`src/rtl/multicycle_ctrl_fsm.sv`:
```
`default_nettype none
// ============================================================================
// Module      : multicycle_ctrl_fsm
// Description : Multi-cycle control sequencer for an RV32I core. Each
//               instruction passes through FETCH, DECODE, EXEC, MEM (loads
//               and stores only) and WB (non-branch, non-store only). The
//               block runs the req/ack handshakes to instruction and data
//               memory, pulses the IR/PC/register-file write strobes, selects
//               the next-PC source, counts retired instructions and traps on
//               illegal opcodes.
//
// Ports       : clk          - rising-edge clock
//               rst_n        - asynchronous active-low reset
//               instr        - instruction read data (valid with imem_ack)
//               imem_ack     - instruction memory acknowledge
//               dmem_ack     - data memory acknowledge
//               branch_taken - branch comparator result, sampled in EXEC
//               trap_clr     - leaves TRAP and restarts at FETCH
//               imem_req     - instruction fetch request
//               dmem_req     - data access request
//               dmem_we      - 1 = store, 0 = load (while dmem_req=1)
//               ir_write     - IR load strobe
//               pc_write     - PC update strobe
//               pc_sel       - 0 = PC+4, 1 = PC+imm, 2 = rs1+imm
//               reg_write    - register file write strobe
//               mem_to_reg   - WB source: 1 = load data, 0 = ALU result
//               retire       - one-cycle pulse per completed instruction
//               instret      - retired-instruction count (wraps)
//               trap         - sticky trap flag
//               trap_cause   - 1 = illegal opcode, 2 = memory timeout
//
// Build option: MULTICYCLE_CTRL_TIMEOUT_EN - when defined, an 8-bit wait
//               counter traps (cause 2) after TIMEOUT_CYCLES unacknowledged
//               request cycles in FETCH or MEM. When undefined the FSM waits
//               indefinitely for an ack.
//
// Revision    : 1.0 - initial release
// ============================================================================

module multicycle_ctrl_fsm #(
    parameter int CNT_W          = 32,
    parameter int TIMEOUT_CYCLES = 255
) (
    input  logic             clk,
    input  logic             rst_n,
    input  logic [31:0]      instr,
    input  logic             imem_ack,
    input  logic             dmem_ack,
    input  logic             branch_taken,
    input  logic             trap_clr,
    output logic             imem_req,
    output logic             dmem_req,
    output logic             dmem_we,
    output logic             ir_write,
    output logic             pc_write,
    output logic [1:0]       pc_sel,
    output logic             reg_write,
    output logic             mem_to_reg,
    output logic             retire,
    output logic [CNT_W-1:0] instret,
    output logic             trap,
    output logic [1:0]       trap_cause
);

    // ------------------------------------------------------------------------
    // Opcode and encoding constants
    // ------------------------------------------------------------------------
    localparam logic [6:0] c_op_alu    = 7'b0110011;
    localparam logic [6:0] c_op_alui   = 7'b0010011;
    localparam logic [6:0] c_op_load   = 7'b0000011;
    localparam logic [6:0] c_op_store  = 7'b0100011;
    localparam logic [6:0] c_op_branch = 7'b1100011;
    localparam logic [6:0] c_op_jal    = 7'b1101111;
    localparam logic [6:0] c_op_jalr   = 7'b1100111;
    localparam logic [6:0] c_op_lui    = 7'b0110111;
    localparam logic [6:0] c_op_auipc  = 7'b0010111;

    localparam logic [1:0] c_pc_plus4  = 2'd0;
    localparam logic [1:0] c_pc_imm    = 2'd1;
    localparam logic [1:0] c_pc_rs1imm = 2'd2;

    localparam logic [1:0] c_cause_none    = 2'd0;
    localparam logic [1:0] c_cause_illegal = 2'd1;
    localparam logic [1:0] c_cause_timeout = 2'd2;

    typedef enum logic [2:0] {
        S_FETCH  = 3'd0,
        S_DECODE = 3'd1,
        S_EXEC   = 3'd2,
        S_MEM    = 3'd3,
        S_WB     = 3'd4,
        S_TRAP   = 3'd5
    } state_t;

    // The wait counter is 8 bits wide, so the limit must fit in it.
    if (TIMEOUT_CYCLES < 1 || TIMEOUT_CYCLES > 255) begin : g_timeout_range_check
        $error("TIMEOUT_CYCLES must be in 1..255");
    end

    // ------------------------------------------------------------------------
    // Registers and wires
    // ------------------------------------------------------------------------
    state_t           r_state;
    state_t           w_state_next;
    logic [6:0]       r_opcode;
    logic             r_active;
    logic [CNT_W-1:0] r_instret;
    logic [1:0]       r_trap_cause;
    logic [1:0]       w_cause_set;
    logic             w_timeout;

    logic w_is_load, w_is_store, w_is_branch, w_is_jal, w_is_jalr, w_legal;

    // Only the opcode field matters to the sequencer.
    logic w_unused_instr;
    assign w_unused_instr = ^instr[31:7];

    assign w_is_load   = (r_opcode == c_op_load);
    assign w_is_store  = (r_opcode == c_op_store);
    assign w_is_branch = (r_opcode == c_op_branch);
    assign w_is_jal    = (r_opcode == c_op_jal);
    assign w_is_jalr   = (r_opcode == c_op_jalr);
    assign w_legal     = (r_opcode == c_op_alu)   || (r_opcode == c_op_alui)  ||
                         w_is_load || w_is_store  || w_is_branch || w_is_jal ||
                         w_is_jalr || (r_opcode == c_op_lui) ||
                         (r_opcode == c_op_auipc);

    // ------------------------------------------------------------------------
    // State register
    // ------------------------------------------------------------------------
    always_ff @(posedge clk or negedge rst_n) begin
        if (!rst_n) begin
            r_state <= S_FETCH;
        end else begin
            r_state <= w_state_next;
        end
    end

    // r_active holds imem_req low from reset release until the first clock
    // edge, so the first fetch request appears in the first full cycle.
    always_ff @(posedge clk or negedge rst_n) begin
        if (!rst_n) begin
            r_active <= 1'b0;
        end else begin
            r_active <= 1'b1;
        end
    end

    // ------------------------------------------------------------------------
    // Next-state and output decode.
    // Requests are pure state decodes. The strobes that complete a handshake
    // (ir_write, and the store's pc_write/retire) are qualified by the ack of
    // that same cycle, and the branch PC select follows branch_taken, because
    // those events must land in the cycle the condition is seen.
    // ------------------------------------------------------------------------
    always_comb begin
        w_state_next = r_state;
        w_cause_set  = c_cause_none;
        imem_req     = 1'b0;
        dmem_req     = 1'b0;
        dmem_we      = 1'b0;
        ir_write     = 1'b0;
        pc_write     = 1'b0;
        pc_sel       = c_pc_plus4;
        reg_write    = 1'b0;
        mem_to_reg   = 1'b0;
        retire       = 1'b0;

        case (r_state)
            S_FETCH: begin
                if (r_active) begin
                    imem_req = 1'b1;
                    if (imem_ack) begin
                        ir_write     = 1'b1;
                        w_state_next = S_DECODE;
                    end else if (w_timeout) begin
                        w_cause_set  = c_cause_timeout;
                        w_state_next = S_TRAP;
                    end
                end
            end

            S_DECODE: begin
                if (w_legal) begin
                    w_state_next = S_EXEC;
                end else begin
                    w_cause_set  = c_cause_illegal;
                    w_state_next = S_TRAP;
                end
            end

            S_EXEC: begin
                if (w_is_load || w_is_store) begin
                    w_state_next = S_MEM;
                end else if (w_is_branch) begin
                    pc_write     = 1'b1;
                    pc_sel       = branch_taken ? c_pc_imm : c_pc_plus4;
                    retire       = 1'b1;
                    w_state_next = S_FETCH;
                end else begin
                    w_state_next = S_WB;
                end
            end

            S_MEM: begin
                dmem_req = 1'b1;
                dmem_we  = w_is_store;
                if (dmem_ack) begin
                    if (w_is_store) begin
                        pc_write     = 1'b1;
                        retire       = 1'b1;
                        w_state_next = S_FETCH;
                    end else begin
                        w_state_next = S_WB;
                    end
                end else if (w_timeout) begin
                    w_cause_set  = c_cause_timeout;
                    w_state_next = S_TRAP;
                end
            end

            S_WB: begin
                reg_write    = 1'b1;
                mem_to_reg   = w_is_load;
                pc_write     = 1'b1;
                retire       = 1'b1;
                w_state_next = S_FETCH;
                if (w_is_jal) begin
                    pc_sel = c_pc_imm;
                end else if (w_is_jalr) begin
                    pc_sel = c_pc_rs1imm;
                end
            end

            S_TRAP: begin
                if (trap_clr) begin
                    w_state_next = S_FETCH;
                end
            end

            default: begin
                w_state_next = S_FETCH;
            end
        endcase
    end

    // ------------------------------------------------------------------------
    // Opcode latch, retired-instruction counter, trap cause
    // ------------------------------------------------------------------------
    always_ff @(posedge clk or negedge rst_n) begin
        if (!rst_n) begin
            r_opcode <= 7'd0;
        end else if (ir_write) begin
            r_opcode <= instr[6:0];
        end
    end

    always_ff @(posedge clk or negedge rst_n) begin
        if (!rst_n) begin
            r_instret <= '0;
        end else if (retire) begin
            r_instret <= r_instret + CNT_W'(1);
        end
    end

    always_ff @(posedge clk or negedge rst_n) begin
        if (!rst_n) begin
            r_trap_cause <= c_cause_none;
        end else if (w_cause_set != c_cause_none) begin
            r_trap_cause <= w_cause_set;
        end else if (r_state == S_TRAP && trap_clr) begin
            r_trap_cause <= c_cause_none;
        end
    end

    // ------------------------------------------------------------------------
    // Optional memory-ack timeout
    // ------------------------------------------------------------------------
`ifdef MULTICYCLE_CTRL_TIMEOUT_EN
    localparam logic [7:0] c_timeout_last = 8'(TIMEOUT_CYCLES - 1);

    logic [7:0] r_wait;

    // Cleared on every state change, so it restarts on entry to FETCH/MEM.
    always_ff @(posedge clk or negedge rst_n) begin
        if (!rst_n) begin
            r_wait <= 8'd0;
        end else if (w_state_next != r_state) begin
            r_wait <= 8'd0;
        end else if ((imem_req && !imem_ack) || (dmem_req && !dmem_ack)) begin
            r_wait <= r_wait + 8'd1;
        end
    end

    // True during the TIMEOUT_CYCLES-th consecutive unacknowledged cycle.
    assign w_timeout = (r_wait == c_timeout_last);
`else
    assign w_timeout = 1'b0;
`endif

    assign instret    = r_instret;
    assign trap       = (r_state == S_TRAP);
    assign trap_cause = r_trap_cause;

endmodule

`default_nettype wire

```
`config.mk`:
```
export PLATFORM = sky130hd
export DESIGN_NAME = multicycle_ctrl_fsm
export DESIGN_NICKNAME = d
export VERILOG_FILES = /design/src/rtl/multicycle_ctrl_fsm.sv
export SDC_FILE = /design/constraint.sdc
export NUM_CORES = 1
export LEC_CHECK = 0
export ABC_CLOCK_PERIOD_IN_PS = 3540
export BUFFER_PORTS_ARGS = -buffer_cell sky130_fd_sc_hd__buf_2
export CORE_UTILIZATION = 54
export CTS_CLUSTER_SIZE = 20
export DETAILED_ROUTE_END_ITERATION = 8
export MAX_ROUTING_LAYER = met4
export PLACE_DENSITY = 0.95
export SLEW_MARGIN = 20
export SYNTH_ARGS = -nofsm -noshare
export SYNTH_HDL_FRONTEND = slang
export SYNTH_SLANG_ARGS = --single-unit
```
`constraint.sdc`:
```
create_clock -name clk -period 3.54 [get_ports clk]
set_input_delay 0.354 -clock clk [delete_from_list [all_inputs] [get_ports clk]]
set_output_delay 0.354 -clock clk [all_outputs]
set_load 0.05 [all_outputs]
```
* Yosys cells after proc, flatten, opt, wreduce, memory -nomap -nowiden
Index checks and enable logic that the tools add are counted.
Word-level totals: bits in registers 45, input port bits 38, output and inout port bits 45, word-level logic and storage cells 71
Cells by class: add/subtract/negate cells 1, equality and inequality tests 18, mux-type cells 33, reductions and logical operators 14
Operators by type and width (number):
- $add A32 B1 Y32 const B | 1
- $mux W3 | 8
- $eq A7 B6 Y1 const B | 3
- $eq A7 B7 Y1 const B | 3
- $mux W1 | 18
- $pmux W3 S5 | 1
- $eq A7 B5 Y1 const B | 2
- $logic_or A1 B1 Y1 | 9
- $mux W2 | 4
- $ne A2 B2 Y1 const B | 4
- $eq A7 B2 Y1 const B | 1
- $eq A3 B2 Y1 const B | 2
- $eq A3 B3 Y1 const B | 2
- $pmux W2 S2 | 1
- $reduce_and A4 Y1 | 1
- $reduce_bool A2 Y1 | 2
- $eq A3 B1 Y1 const B | 1
- $logic_not A3 Y1 | 1
- $pmux W1 S3 | 1
- $logic_and A1 B1 Y1 | 1

* Longest topological paths before layout
Gate-level depths: netlist of run 1.
depth after elaboration 13, depth in mapped cells 8, depth with buffers taken out 6

* Worst setup path after synthesis of run 1
Ideal clock, no wire load.
path type register to output, start register r_state[1], end output ir_write, data arrival time 3180 ps, required time 3186 ps, slack 6 ps, stages on the path, launching flop included 5, path buffers 1, cell sequence dfrtp_1 -> clkbuf_1 -> nor4b_1 -> nand2_1 -> inv_2
On the way: longest elaborated chain between the ends 2
RTL lines:
- start: declaration | line 103 | state_t r_state;
- start signal: assignment | line 135 | r_state <= w_state_next;
- $logic_not A3 Y1 | line 169 | case (r_state)
- $mux W1 | line 169
- end: declaration | line 54 | output logic ir_write,
No other way between the ends.

* Final worst setup path of run 1
start register r_state[0], end output retire
On the way: longest elaborated chain between the ends 2, elaborated cells between the ends (all ways) 4, those cells by class 3 x eq/ne; 1 x mux
RTL lines:
- $eq A3 B3 Y1 or $eq A3 B2 Y1 (tied branches) | line 169
- $pmux W1 S3 (*) | line 169
- end: declaration | line 59 | output logic retire,
Mark *: on every way between the ends. The rest lies on a longest branch, timed or not.

==> metrics.txt, run 1 <==
# TYPE chip_impl_metric gauge
chip_impl_metric{name="ys_seq_elements",unit=""} 44
chip_impl_info{name="unrepaired_setup_endpoints_after_global_routing",value="false"} 1
chip_impl_metric{name="final_cells",unit=""} 336
chip_impl_info{name="worst-setup-path-type",value="register to primary output"} 1
chip_impl_metric{name="max_clock_freq",unit="MHz"} 379
chip_impl_metric{name="die_area",unit="µm²"} 4660
chip_impl_metric{name="cts_buffer_depth",unit=""} 2
chip_impl_metric{name="critical_path_peak_fanout",unit=""} 14
chip_impl_info{name="critical_path_top_delay_cell",value="dfrtp_1"} 1
chip_impl_metric{name="final.setup_skew",unit="ps"} 3.43
chip_impl_metric{name="mappedNetlistArea",unit="µm²"} 2370
chip_impl_metric{name="globalRouteTotalUtil",unit="%"} 23.9
chip_impl_metric{name="setup-tns-final",unit="ps"} 0
chip_impl_metric{name="post_layout_net_count",unit=""} 324
chip_impl_info{name="cp_top_family",value="flip-flops"} 1
chip_impl_info{name="timing.critical_path.to_type",value="primary output"} 1
chip_impl_metric{name="adder_cell_fraction_of_synth_area",unit="%"} 0.528
chip_impl_metric{name="routed_wirelength",unit="µm"} 4840
chip_impl_info{name="most-common-layout-cells",value="buf_2 (56), dfrtp_1 (44), nand2_1 (33)"} 1
chip_impl_metric{name="floorplan.initialDensity",unit="%"} 57.6
chip_impl_metric{name="post_cts_resize_count",unit=""} 0
chip_impl_metric{name="max-slew-margin-rel",unit="%"} 36.5
chip_impl_metric{name="slowest_delay",unit="ps"} 520
chip_impl_metric{name="crit_arrival",unit="ps"} 2280
chip_impl_info{name="hold_path.class",value="primary input to async pin"} 1
chip_impl_info{name="clock_tree_from_tritoncts",value="yes"} 1
chip_impl_metric{name="synth_xor_xnor_area_share",unit="%"} 11.5
chip_impl_metric{name="powerDensity",unit="nW/µm²"} 569
chip_impl_metric{name="hpwl",unit="µm"} 3490
chip_impl_metric{name="first_global_vias",unit=""} 1749
chip_impl_metric{name="required",unit="ps"} 3190
chip_impl_info{name="dominantRegCellSynth",value="dfrtp_1"} 1
chip_impl_metric{name="tightestPinTransition",unit="ps"} 953
chip_impl_metric{name="vdd_drop_max",unit="V"} 0.000265
chip_impl_metric{name="total_inserted_antenna_cells",unit=""} 0
chip_impl_metric{name="place.detailed.instances",unit=""} 328
chip_impl_metric{name="synth_edf_count",unit=""} 0
chip_impl_metric{name="async_flop_share",unit="%"} 100
chip_impl_metric{name="final_period_minus_worst_setup_slack",unit="ps"} 2640
chip_impl_metric{name="timing.final.hold_violations",unit=""} 0
chip_impl_metric{name="wl_per_cell",unit="µm"} 14.4
chip_impl_metric{name="drv_cap",unit=""} 0
chip_impl_metric{name="post-route-util",unit="%"} 66.7
chip_impl_metric{name="post_synth_inst_count",unit=""} 231
chip_impl_metric{name="critPathBufInv",unit=""} 2
chip_impl_metric{name="ys_warns",unit=""} 0
chip_impl_info{name="worstPathCellList",value="and3b_1, and4bb_4, a221oi_4, inv_2, buf_2"} 1
chip_impl_metric{name="period_share",unit="%"} 74.5
chip_impl_metric{name="grt_overflow_total",unit=""} 0
chip_impl_metric{name="compound_gate_fraction_of_synth_area",unit="%"} 5.49
chip_impl_metric{name="fraction_of_final_layout_cells_sized_beyond_drive_strength_1",unit="%"} 29.0
chip_impl_metric{name="yosys_cell_types",unit=""} 48
chip_impl_metric{name="holdBufCountCts",unit=""} 0
chip_impl_info{name="root_buffer",value="clkbuf_8"} 1
chip_impl_metric{name="yosys-mux-area-fraction",unit="%"} 0.422
chip_impl_metric{name="via_count_of_the_routed_design",unit=""} 1890
chip_impl_metric{name="htree_levels",unit=""} 2
chip_impl_info{name="most_common_library_cell_in_the_layout_ignoring_fill_and_taps",value="buf_2"} 1
chip_impl_metric{name="final-max-slew-violation-count",unit=""} 0
chip_impl_metric{name="grt_antenna_before_repair",unit=""} 0
chip_impl_metric{name="power.leakage",unit="nW"} 1.42
chip_impl_metric{name="grt_start_max_net_pins",unit=""} 45
chip_impl_info{name="synth_top_family_by_area",value="simple AND/OR/NAND/NOR gates"} 1
chip_impl_metric{name="route.detailed.drc",unit=""} 0
chip_impl_metric{name="report.final.setup_viol",unit=""} 0
chip_impl_metric{name="synthesis.area_per_instance",unit="µm²"} 10.3
chip_impl_metric{name="core_region_area",unit="µm²"} 4120
chip_impl_metric{name="ys_seq_area_share",unit="%"} 46.4
chip_impl_metric{name="clkSinkCount",unit=""} 44
chip_impl_metric{name="drt.antenna.violating_nets",unit=""} 0
chip_impl_metric{name="floorplan.io_pins",unit=""} 83
chip_impl_info{name="status",value="completed"} 1
chip_impl_metric{name="synthToLayoutAreaGrowth",unit="%"} 15.8
chip_impl_metric{name="placement_rows",unit=""} 23
chip_impl_info{name="worst_setup_path_start_kind",value="register"} 1
chip_impl_metric{name="dieWidth",unit="µm"} 68.3
chip_impl_metric{name="number_of_buffers_inserted_during_clock_tree_synthesis",unit=""} 5
chip_impl_metric{name="number_of_buffers_inserted_by_post_cts_setup_repair",unit=""} 0
chip_impl_metric{name="first_pass_grt_wire_length",unit="µm"} 7860
chip_impl_metric{name="gp_congestion",unit=""} 0.866
chip_impl_metric{name="port_buffers",unit=""} 56
chip_impl_metric{name="dieHeight",unit="µm"} 68.3
chip_impl_metric{name="syn-num-nets",unit=""} 270
chip_impl_metric{name="routed_vias_inst",unit=""} 5.63
chip_impl_metric{name="initialDrtViolationCount",unit=""} 75
chip_impl_metric{name="synthSimpleGateAreaFrac",unit="%"} 31.5
chip_impl_metric{name="path_clk_slew",unit="ps"} 70
chip_impl_metric{name="drt_first_pass_iters",unit=""} 4
chip_impl_metric{name="clkLatencyLatePin",unit="ps"} 290
==> layout make-up <==
type | count | area [µm²]
Inverter | 7 | 26.3
Multi-Input combinational cell | 170 | 1180
Tap cell | 50 | 62.6
Clock buffer | 8 | 90.1
Fill cell | 323 | 1370
Timing Repair Buffer | 57 | 288
Sequential cell | 44 | 1100
==> cell usage after synthesis, types with 3 or more instances <==
master | instances | area (µm²)
nor3_1 | 12 | 60.1
dfrtp_1 | 44 | 1100
nor2_1 | 12 | 45.0
nand4_1 | 13 | 81.3
o21ai_0 | 5 | 25.0
nor4_2 | 6 | 75.1
and3_1 | 4 | 25.0
nand2b_1 | 4 | 25.0
nand2_1 | 33 | 124
inv_1 | 5 | 18.8
nand3_1 | 10 | 50.1
clkbuf_1 | 3 | 11.3
xnor2_1 | 12 | 105
xor2_1 | 19 | 166
buf_4 | 3 | 22.5
==> per-layer routing <==
| metal | vias to the layer above | track usage (%) | part of all wire, % |
|---|---|---|---|
| met5 | - | - | 0 |
| met4 | 0 | 12.5 | 2.1 |
| met3 | 9 | 6.67 | 5.0 |
| met2 | 62 | 37.6 | 48 |
| met1 | 900 | 27.5 | 45 |
| li1 | 919 | - | - |
==> per-stage QoR <==
step           hold slack (ps)  setup slack, ps  power, mW  cell area (µm²)
2_1_floorplan             58.4             5.99       1.15             2370
3_3_place_gp               457             1260       1.24             2660
3_5_place_dp               475             1200       1.26             2660
4_1_cts                    242              883       1.57             2750
5_1_grt                    258              757       1.66             2750
6_report                   214              903       1.56             2750
==> path summary, 6_finish.rpt <==
path,from,depth (start not counted),to,slack (ps)
worst min register to register,instret[31],1,instret[31],490
worst max-delay path,r_state[0],5,retire,900
min in group clk,instr[0],3,r_opcode[0],250
worst max register to register,r_state[0],6,instret[4],1330
worst min-delay path,rst_n,1,r_opcode[1],210
max in group asynchronous,rst_n,1,instret[12],2740
==> worst reg2reg max path: stages (launching register included) <==
cell and delay (ps):
dfrtp_1 520, and3b_1 270, and4bb_4 210, a221oi_4 490
inv_2 240, and3_1 240, xor2_1 140
==> where the power goes <==
| group | leakage, nW | internal, mW | total, mW | switching (mW) |
|---|---|---|---|---|
| logic | 0.784 | 0.163 | 0.541 | 0.379 |
| clock network | 0.0455 | 0.159 | 0.312 | 0.152 |
| registers | 0.588 | 0.579 | 0.710 | 0.131 |
| total | 1.42 | 0.901 | 1.56 | 0.662 |
==> sequential cells by signal (all words and copies together), names as in the netlist <==
register and flops:
instret 32, r_active 1, r_opcode 7, r_state 3
trap_cause 1
==> kinds of logic after synthesis <==
family                     count (synthesis)
AOI/OAI and AO/OA                         17
xor gates and xnor gates                  31
adders and majority gates                  1
buffers and inverters                     17
DFF                                       44
muxes                                      1
other                                      2
and+or+nand+nor                          118
(Power assumes the default switching activity.)
==> run 2, diff against run 1 <==
Settings changed: ABC_CLOCK_PERIOD_IN_PS 3540 to 2800, CORE_UTILIZATION 54 to 50, PLACE_DENSITY 0.95 to 0.91.
Clock period 3.54 ns to 2.8 ns, I/O delays scaled along.
==> metrics.txt, run 2 (synthesis gave the netlist of run 1 again) <==
# TYPE chip_impl_metric gauge
chip_impl_metric{name="floorplan.io_pins",unit=""} 83
chip_impl_info{name="status",value="finished, violations left"} 1
chip_impl_info{name="critical_path_top_delay_cell",value="dfrtp_1"} 1
chip_impl_metric{name="hpwl",unit="µm"} 3490
chip_impl_metric{name="critical_path_peak_fanout",unit=""} 14
chip_impl_metric{name="gp_congestion",unit=""} 0.834
chip_impl_metric{name="power.leakage",unit="nW"} 1.42
chip_impl_metric{name="crit_arrival",unit="ps"} 2090
chip_impl_metric{name="timing.final.hold_violations",unit=""} 44
chip_impl_metric{name="holdWs",unit="ps"} -32.8
chip_impl_metric{name="period_share",unit="%"} 84.7
chip_impl_metric{name="report.final.setup_viol",unit=""} 0
chip_impl_metric{name="setup-tns-final",unit="ps"} 0
chip_impl_metric{name="drt_first_pass_iters",unit=""} 6
chip_impl_metric{name="slowest_delay",unit="ps"} 530
chip_impl_info{name="failed_checks",value="DRC, hold timing"} 1
chip_impl_metric{name="first_global_vias",unit=""} 1723
chip_impl_metric{name="drv_cap",unit=""} 0
chip_impl_metric{name="vdd_drop_max",unit="V"} 0.000337
chip_impl_metric{name="total_inserted_antenna_cells",unit=""} 0
chip_impl_metric{name="initialDrtViolationCount",unit=""} 60
chip_impl_metric{name="placement_rows",unit=""} 24
chip_impl_metric{name="routed_vias_inst",unit=""} 5.54
chip_impl_info{name="root_buffer",value="clkbuf_8"} 1
chip_impl_metric{name="route.detailed.drc",unit=""} 10
chip_impl_metric{name="drt.antenna.violating_nets",unit=""} 0
chip_impl_info{name="most_common_library_cell_in_the_layout_ignoring_fill_and_taps",value="buf_2"} 1
chip_impl_metric{name="floorplan.initialDensity",unit="%"} 53.4
chip_impl_info{name="clock_tree_from_tritoncts",value="yes"} 1
chip_impl_metric{name="dieWidth",unit="µm"} 70.9
chip_impl_metric{name="clkLatencyLatePin",unit="ps"} 290
chip_impl_metric{name="final-max-slew-violation-count",unit=""} 0
chip_impl_metric{name="via_count_of_the_routed_design",unit=""} 1878
chip_impl_metric{name="worst-r2r-cell-count",unit=""} 6
chip_impl_info{name="worst-setup-path-type",value="register to primary output"} 1
chip_impl_info{name="unrepaired_setup_endpoints_after_global_routing",value="false"} 1
chip_impl_metric{name="critPathBufInv",unit=""} 2
chip_impl_metric{name="synthToLayoutAreaGrowth",unit="%"} 16.8
chip_impl_metric{name="clkSinkCount",unit=""} 44
chip_impl_info{name="worstReg2RegStart",value="r_state[1]"} 1
chip_impl_metric{name="grt_start_max_net_pins",unit=""} 45
chip_impl_metric{name="htree_levels",unit=""} 2
chip_impl_info{name="worst_setup_path_start_kind",value="register"} 1
chip_impl_metric{name="first_pass_grt_wire_length",unit="µm"} 8110
chip_impl_metric{name="power",unit="mW"} 2.00
chip_impl_info{name="most-common-layout-cells",value="buf_2 (55), dfrtp_1 (44), nand2_1 (33)"} 1
chip_impl_metric{name="post_cts_resize_count",unit=""} 0
chip_impl_metric{name="required",unit="ps"} 2520
chip_impl_metric{name="grt_antenna_before_repair",unit=""} 0
chip_impl_metric{name="timing.reg2reg.setup_slack",unit="ps"} 760
chip_impl_metric{name="path_clk_slew",unit="ps"} 70
chip_impl_metric{name="grt_overflow_total",unit=""} 0
chip_impl_info{name="timing.critical_path.to_type",value="primary output"} 1
chip_impl_metric{name="tightestPinTransition",unit="ps"} 573
chip_impl_metric{name="number_of_buffers_inserted_during_clock_tree_synthesis",unit=""} 5
chip_impl_metric{name="holdBufCountCts",unit=""} 0
chip_impl_metric{name="core_region_area",unit="µm²"} 4440
chip_impl_metric{name="powerDensity",unit="nW/µm²"} 721
chip_impl_metric{name="dieHeight",unit="µm"} 70.9
chip_impl_metric{name="post_layout_net_count",unit=""} 325
chip_impl_metric{name="port_buffers",unit=""} 56
chip_impl_metric{name="die_area",unit="µm²"} 5020
chip_impl_info{name="capturing_point_of_the_worst_reg2reg_path",value="instret[5]"} 1
chip_impl_info{name="worstPathCellList",value="and3b_1, and4bb_4, a221oi_4, inv_2, buf_2"} 1
chip_impl_metric{name="final.setup_skew",unit="ps"} 5.34
chip_impl_metric{name="cts_buffer_depth",unit=""} 2
chip_impl_info{name="hold_path.class",value="primary input to async pin"} 1
chip_impl_metric{name="largest_register_ff_count",unit=""} 32
chip_impl_metric{name="globalRouteTotalUtil",unit="%"} 21.4
chip_impl_metric{name="final_period_minus_worst_setup_slack",unit="ps"} 2370
chip_impl_metric{name="fraction_of_final_layout_cells_sized_beyond_drive_strength_1",unit="%"} 30.0
chip_impl_metric{name="wl_per_cell",unit="µm"} 14.1
chip_impl_metric{name="max-slew-margin-rel",unit="%"} 61.5
chip_impl_info{name="cp_top_family",value="flip-flops"} 1
chip_impl_metric{name="max_clock_freq",unit="MHz"} 422
chip_impl_metric{name="number_of_buffers_inserted_by_post_cts_setup_repair",unit=""} 0
chip_impl_metric{name="routed_wirelength",unit="µm"} 4790
==> run 2: cell count changes in the layout (fill, tap and decap cells not counted) <==
cell	delta
nor4b_2	+1
nor4b_1	-1
nor3_2	+1
buf_2	-1
nor3_1	-1
buf_4	+2
==> run 2: cell type report <==
cell class	count	area [µm²]
Clock buffer	8	90.1
Fill cell	386	1680
Inverter	7	26.3
Multi-Input combinational cell	170	1190
Sequential cell	44	1100
Tap cell	52	65.1
Timing Repair Buffer	58	298
==> run 2: metrics by stage <==
step | setup slack [ps] | hold WS [ps] | cells | util, % | instance area, µm²
after floorplan | 225 | -15.6 | 231 | - | 2380
after CTS | 404 | 165 | 339 | 62.2 | 2770
after detailed placement | 737 | 476 | 331 | 60.2 | 2680
after global placement | 768 | 474 | 331 | 60.2 | 2680
final | 428 | -32.8 | 339 | 62.3 | 2770
after global routing | 316 | 12.6 | 339 | 62.3 | 2770
==> run 2: worst max path at each step <==
stage	depth (start not counted)	from	endpoint	slack, ps
floorplan	4	r_state[1]	ir_write	220
global placement	5	r_state[0]	pc_write	770
detailed placement	5	r_state[0]	pc_write	740
CTS	5	r_state[0]	pc_write	400
global route	5	r_state[0]	retire	320
finish	5	r_state[0]	retire	430
==> run 2: layer usage <==
| layer | track usage, % | routed length, µm | up-vias | share of wire [%] |
|---|---|---|---|---|
| li1 | - | - | 909 | - |
| met1 | 27.3 | 2200 | 906 | 46 |
| met2 | 33.4 | 2250 | 58 | 47 |
| met3 | 4.84 | 281 | 5 | 5.9 |
| met4 | 7.78 | 55 | 0 | 1.1 |
| met5 | - | 0 | - | 0 |
==> run 2: power by group <==
group          total, mW  internal, mW  switching [mW]
clock network      0.401         0.201           0.200
logic              0.694         0.213           0.481
registers          0.900         0.732           0.168
==> run 3, diff against run 2 <==
Settings changed: ABC_AREA set to 1, ABC_CLOCK_PERIOD_IN_PS 2800 to 2200, CORE_UTILIZATION 50 to 53, PLACE_DENSITY 0.91 to 0.92.
Clock period 2.8 ns to 2.2 ns, I/O delays scaled along.
==> metrics.txt, run 3 <==
# TYPE chip_impl_metric gauge
chip_impl_info{name="most_common_library_cell_in_the_layout_ignoring_fill_and_taps",value="nand2_1"} 1
chip_impl_metric{name="synth_edf_count",unit=""} 0
chip_impl_metric{name="die_area",unit="µm²"} 5820
chip_impl_metric{name="drv_cap",unit=""} 0
chip_impl_info{name="unrepaired_setup_endpoints_after_global_routing",value="false"} 1
chip_impl_metric{name="drt_first_pass_iters",unit=""} 4
chip_impl_metric{name="floorplan.initialDensity",unit="%"} 56.2
chip_impl_metric{name="fillerInstances",unit=""} 490
chip_impl_info{name="synthMostInstantiatedCell",value="nand2_1"} 1
chip_impl_metric{name="port_buffers",unit=""} 56
chip_impl_info{name="dominantRegCellSynth",value="dfrtp_1"} 1
chip_impl_metric{name="routed_wirelength",unit="µm"} 6760
chip_impl_metric{name="vdd_drop_max",unit="V"} 0.000618
chip_impl_metric{name="grt_overflow_total",unit=""} 0
chip_impl_metric{name="powerDensity",unit="nW/µm²"} 769
chip_impl_metric{name="ys_seq_area_share",unit="%"} 37.7
chip_impl_metric{name="holdWs",unit="ps"} 118
chip_impl_metric{name="dieWidth",unit="µm"} 76.3
chip_impl_metric{name="path_clk_slew",unit="ps"} 80
chip_impl_metric{name="post_synth_inst_count",unit=""} 436
chip_impl_info{name="post-synth-top-area-cell",value="dfrtp_1"} 1
chip_impl_metric{name="post_layout_net_count",unit=""} 535
chip_impl_info{name="hold_path.class",value="primary input to register"} 1
chip_impl_info{name="most-common-layout-cells",value="nand2_1 (198), nor2_1 (65), buf_2 (56)"} 1
chip_impl_metric{name="synthesis.area_per_instance",unit="µm²"} 6.70
chip_impl_metric{name="drt.antenna.violating_nets",unit=""} 0
chip_impl_metric{name="fraction_of_final_layout_cells_sized_beyond_drive_strength_1",unit="%"} 22.2
chip_impl_metric{name="area.sequential",unit="µm²"} 1100
chip_impl_metric{name="via_count_of_the_routed_design",unit=""} 2846
chip_impl_metric{name="wl_per_cell",unit="µm"} 11.9
chip_impl_metric{name="first_pass_grt_wire_length",unit="µm"} 11900
chip_impl_metric{name="cts_buffer_depth",unit=""} 2
chip_impl_metric{name="final_period_minus_worst_setup_slack",unit="ps"} 1970
chip_impl_metric{name="detailed_place.area",unit="µm²"} 3250
chip_impl_metric{name="hpwl",unit="µm"} 5300
chip_impl_metric{name="gp_congestion",unit=""} 0.956
chip_impl_metric{name="final_cells",unit=""} 566
chip_impl_metric{name="grt_start_max_net_pins",unit=""} 26
chip_impl_info{name="synth.area.top_cells",value="dfrtp_1 (38%), nand2_1 (25%), nor2_1 (8.3%), nand2_2 (4.5%), xor2_1 (4.2%)"} 1
chip_impl_metric{name="grt_antenna_before_repair",unit=""} 0
chip_impl_metric{name="timing.final.hold_violations",unit=""} 0
chip_impl_metric{name="final-max-slew-violation-count",unit=""} 0
chip_impl_metric{name="initialDrtViolationCount",unit=""} 142
chip_impl_metric{name="number_of_buffers_inserted_during_clock_tree_synthesis",unit=""} 5
chip_impl_metric{name="placement_rows",unit=""} 26
chip_impl_metric{name="routed_vias_inst",unit=""} 5.03
chip_impl_metric{name="synthToLayoutAreaGrowth",unit="%"} 14.3
chip_impl_metric{name="mappedNetlistArea",unit="µm²"} 2920
chip_impl_info{name="netlist_top_cells_count",value="nand2_1 (198), nor2_1 (65), dfrtp_1 (44), inv_1 (22), nand2_2 (21)"} 1
chip_impl_metric{name="ys_seq_elements",unit=""} 44
chip_impl_metric{name="max_clock_freq",unit="MHz"} 507
chip_impl_metric{name="post-route-cell-area",unit="µm²"} 3340
chip_impl_info{name="status",value="completed"} 1
chip_impl_metric{name="ys_warns",unit=""} 0
chip_impl_metric{name="place.detailed.instances",unit=""} 558
chip_impl_metric{name="required",unit="ps"} 1980
chip_impl_metric{name="core_region_area",unit="µm²"} 5200
chip_impl_metric{name="syn-num-nets",unit=""} 475
chip_impl_info{name="clock_tree_from_tritoncts",value="yes"} 1
chip_impl_info{name="worst-setup-path-type",value="register to primary output"} 1
chip_impl_metric{name="total_inserted_antenna_cells",unit=""} 0
chip_impl_metric{name="period_share",unit="%"} 89.6
chip_impl_info{name="worst_setup_path_start_kind",value="register"} 1
chip_impl_metric{name="htree_levels",unit=""} 2
chip_impl_metric{name="report.final.setup_viol",unit=""} 0
chip_impl_metric{name="floorplan.io_pins",unit=""} 83
chip_impl_metric{name="setup-tns-final",unit="ps"} 0
chip_impl_info{name="root_buffer",value="clkbuf_8"} 1
chip_impl_metric{name="dieHeight",unit="µm"} 76.3
chip_impl_metric{name="yosys_cell_types",unit=""} 28
chip_impl_metric{name="route.detailed.drc",unit=""} 0
chip_impl_metric{name="final.setup_skew",unit="ps"} 5.19
chip_impl_metric{name="crit_arrival",unit="ps"} 1750
chip_impl_metric{name="largest_register_ff_count",unit=""} 32
chip_impl_metric{name="multiInputGateArea",unit="µm²"} 1630
chip_impl_metric{name="clkLatencyLatePin",unit="ps"} 300
chip_impl_metric{name="async_flop_share",unit="%"} 100
chip_impl_metric{name="power.leakage",unit="nW"} 1.75
chip_impl_metric{name="synth_top_area_share",unit="%"} 37.7
chip_impl_metric{name="critical_path_peak_fanout",unit=""} 14
chip_impl_metric{name="globalRouteTotalUtil",unit="%"} 26.2
chip_impl_metric{name="first_global_vias",unit=""} 2802
chip_impl_info{name="timing.critical_path.to_type",value="primary output"} 1
chip_impl_metric{name="clkSinkCount",unit=""} 44
## run 3: cell types whose count changed after synthesis, sizes merged, moves of 4 or more
cell	change
and3	-4
inv	+22
nand2	+187
nand2b	-5
nand3b	+14
nand4	-12
nor2	+59
nor3	-7
nor4	-7
xnor2	-11
xor2	-5
## run 3: path summary, 6_finish.rpt
| kind | from | endpoint | slack [ps] | cells past startpoint |
|---|---|---|---|---|
| max in group asynchronous | rst_n | instret[9] | 1300 | 3 |
| hold / removal | instr[1] | r_opcode[1] | 120 | 3 |
| setup reg to reg | instret[0] | instret[28] | 490 | 10 |
| min in group asynchronous | rst_n | r_active | 330 | 2 |
| setup / recovery | r_opcode[2] | retire | 230 | 8 |
| hold reg to reg | r_opcode[1] | r_opcode[1] | 480 | 2 |
## run 3: critical path: stages (launching register included)
cell	delay, ps
dfrtp_1	410
inv_1	90
nand2_1	50
nor2_1	130
nand2_1	130
nor2_4	140
nor2_4	50
nand2_4	160
buf_2	300
## run 3: per-stage QoR
| stage | util, % | power [mW] | setup slack (ps) |
|---|---|---|---|
| 6_report | 64.2 | 2.57 | 228 |
| 5_1_grt | 64.2 | 2.73 | 104 |
| 4_1_cts | 64.2 | 2.58 | 218 |
| 3_5_place_dp | 62.5 | 2.09 | 486 |
| 3_3_place_gp | 62.5 | 2.04 | 521 |
| 2_1_floorplan | - | 1.90 | 226 |
## run 3: metal layers
metal	up-vias	global-route usage, %	share of wire, %
li1	1452	-	-
met1	1295	31.8	45
met2	86	43.4	47
met3	13	4.19	5.5
met4	0	11.2	2.2
met5	-	-	0
## run 3: layout make-up
class | count | share of cell area (%)
repair buffers | 62 | 9.81
inverters | 29 | 3.33
flip-flops and latches | 44 | 32.9
clock buffers | 5 | 2.06
clock inverters | 2 | 0.374
multi-input cells | 354 | 48.9
well taps | 70 | 2.62
## run 3: cells by family (layout without fill, tap and decap cells)
kind of cell	count (synthesis)	after routing	synth area share, %
compound gates	11	11	1.88
xor+xnor	15	15	4.49
fa+ha+maj	1	1	0.428
buf+inv	38	98	6.64
flops	44	44	37.7
other cells	2	2	0.257
simple gates	325	325	48.6
## run 3: what timing repair did
item / CTS / global route
buffers inserted: 0 / 0
endpoints found under the hold margin: 11 / 0
gates resized for setup: 0 / 0
hold buffers: 1 / 0
setup endpoints to repair: 0 / 0
## run 3: power breakdown
| part | internal (mW) | switching, mW |
|---|---|---|
| logic | 0.252 | 0.747 |
| registers | 0.933 | 0.142 |
| clock network | 0.215 | 0.279 |
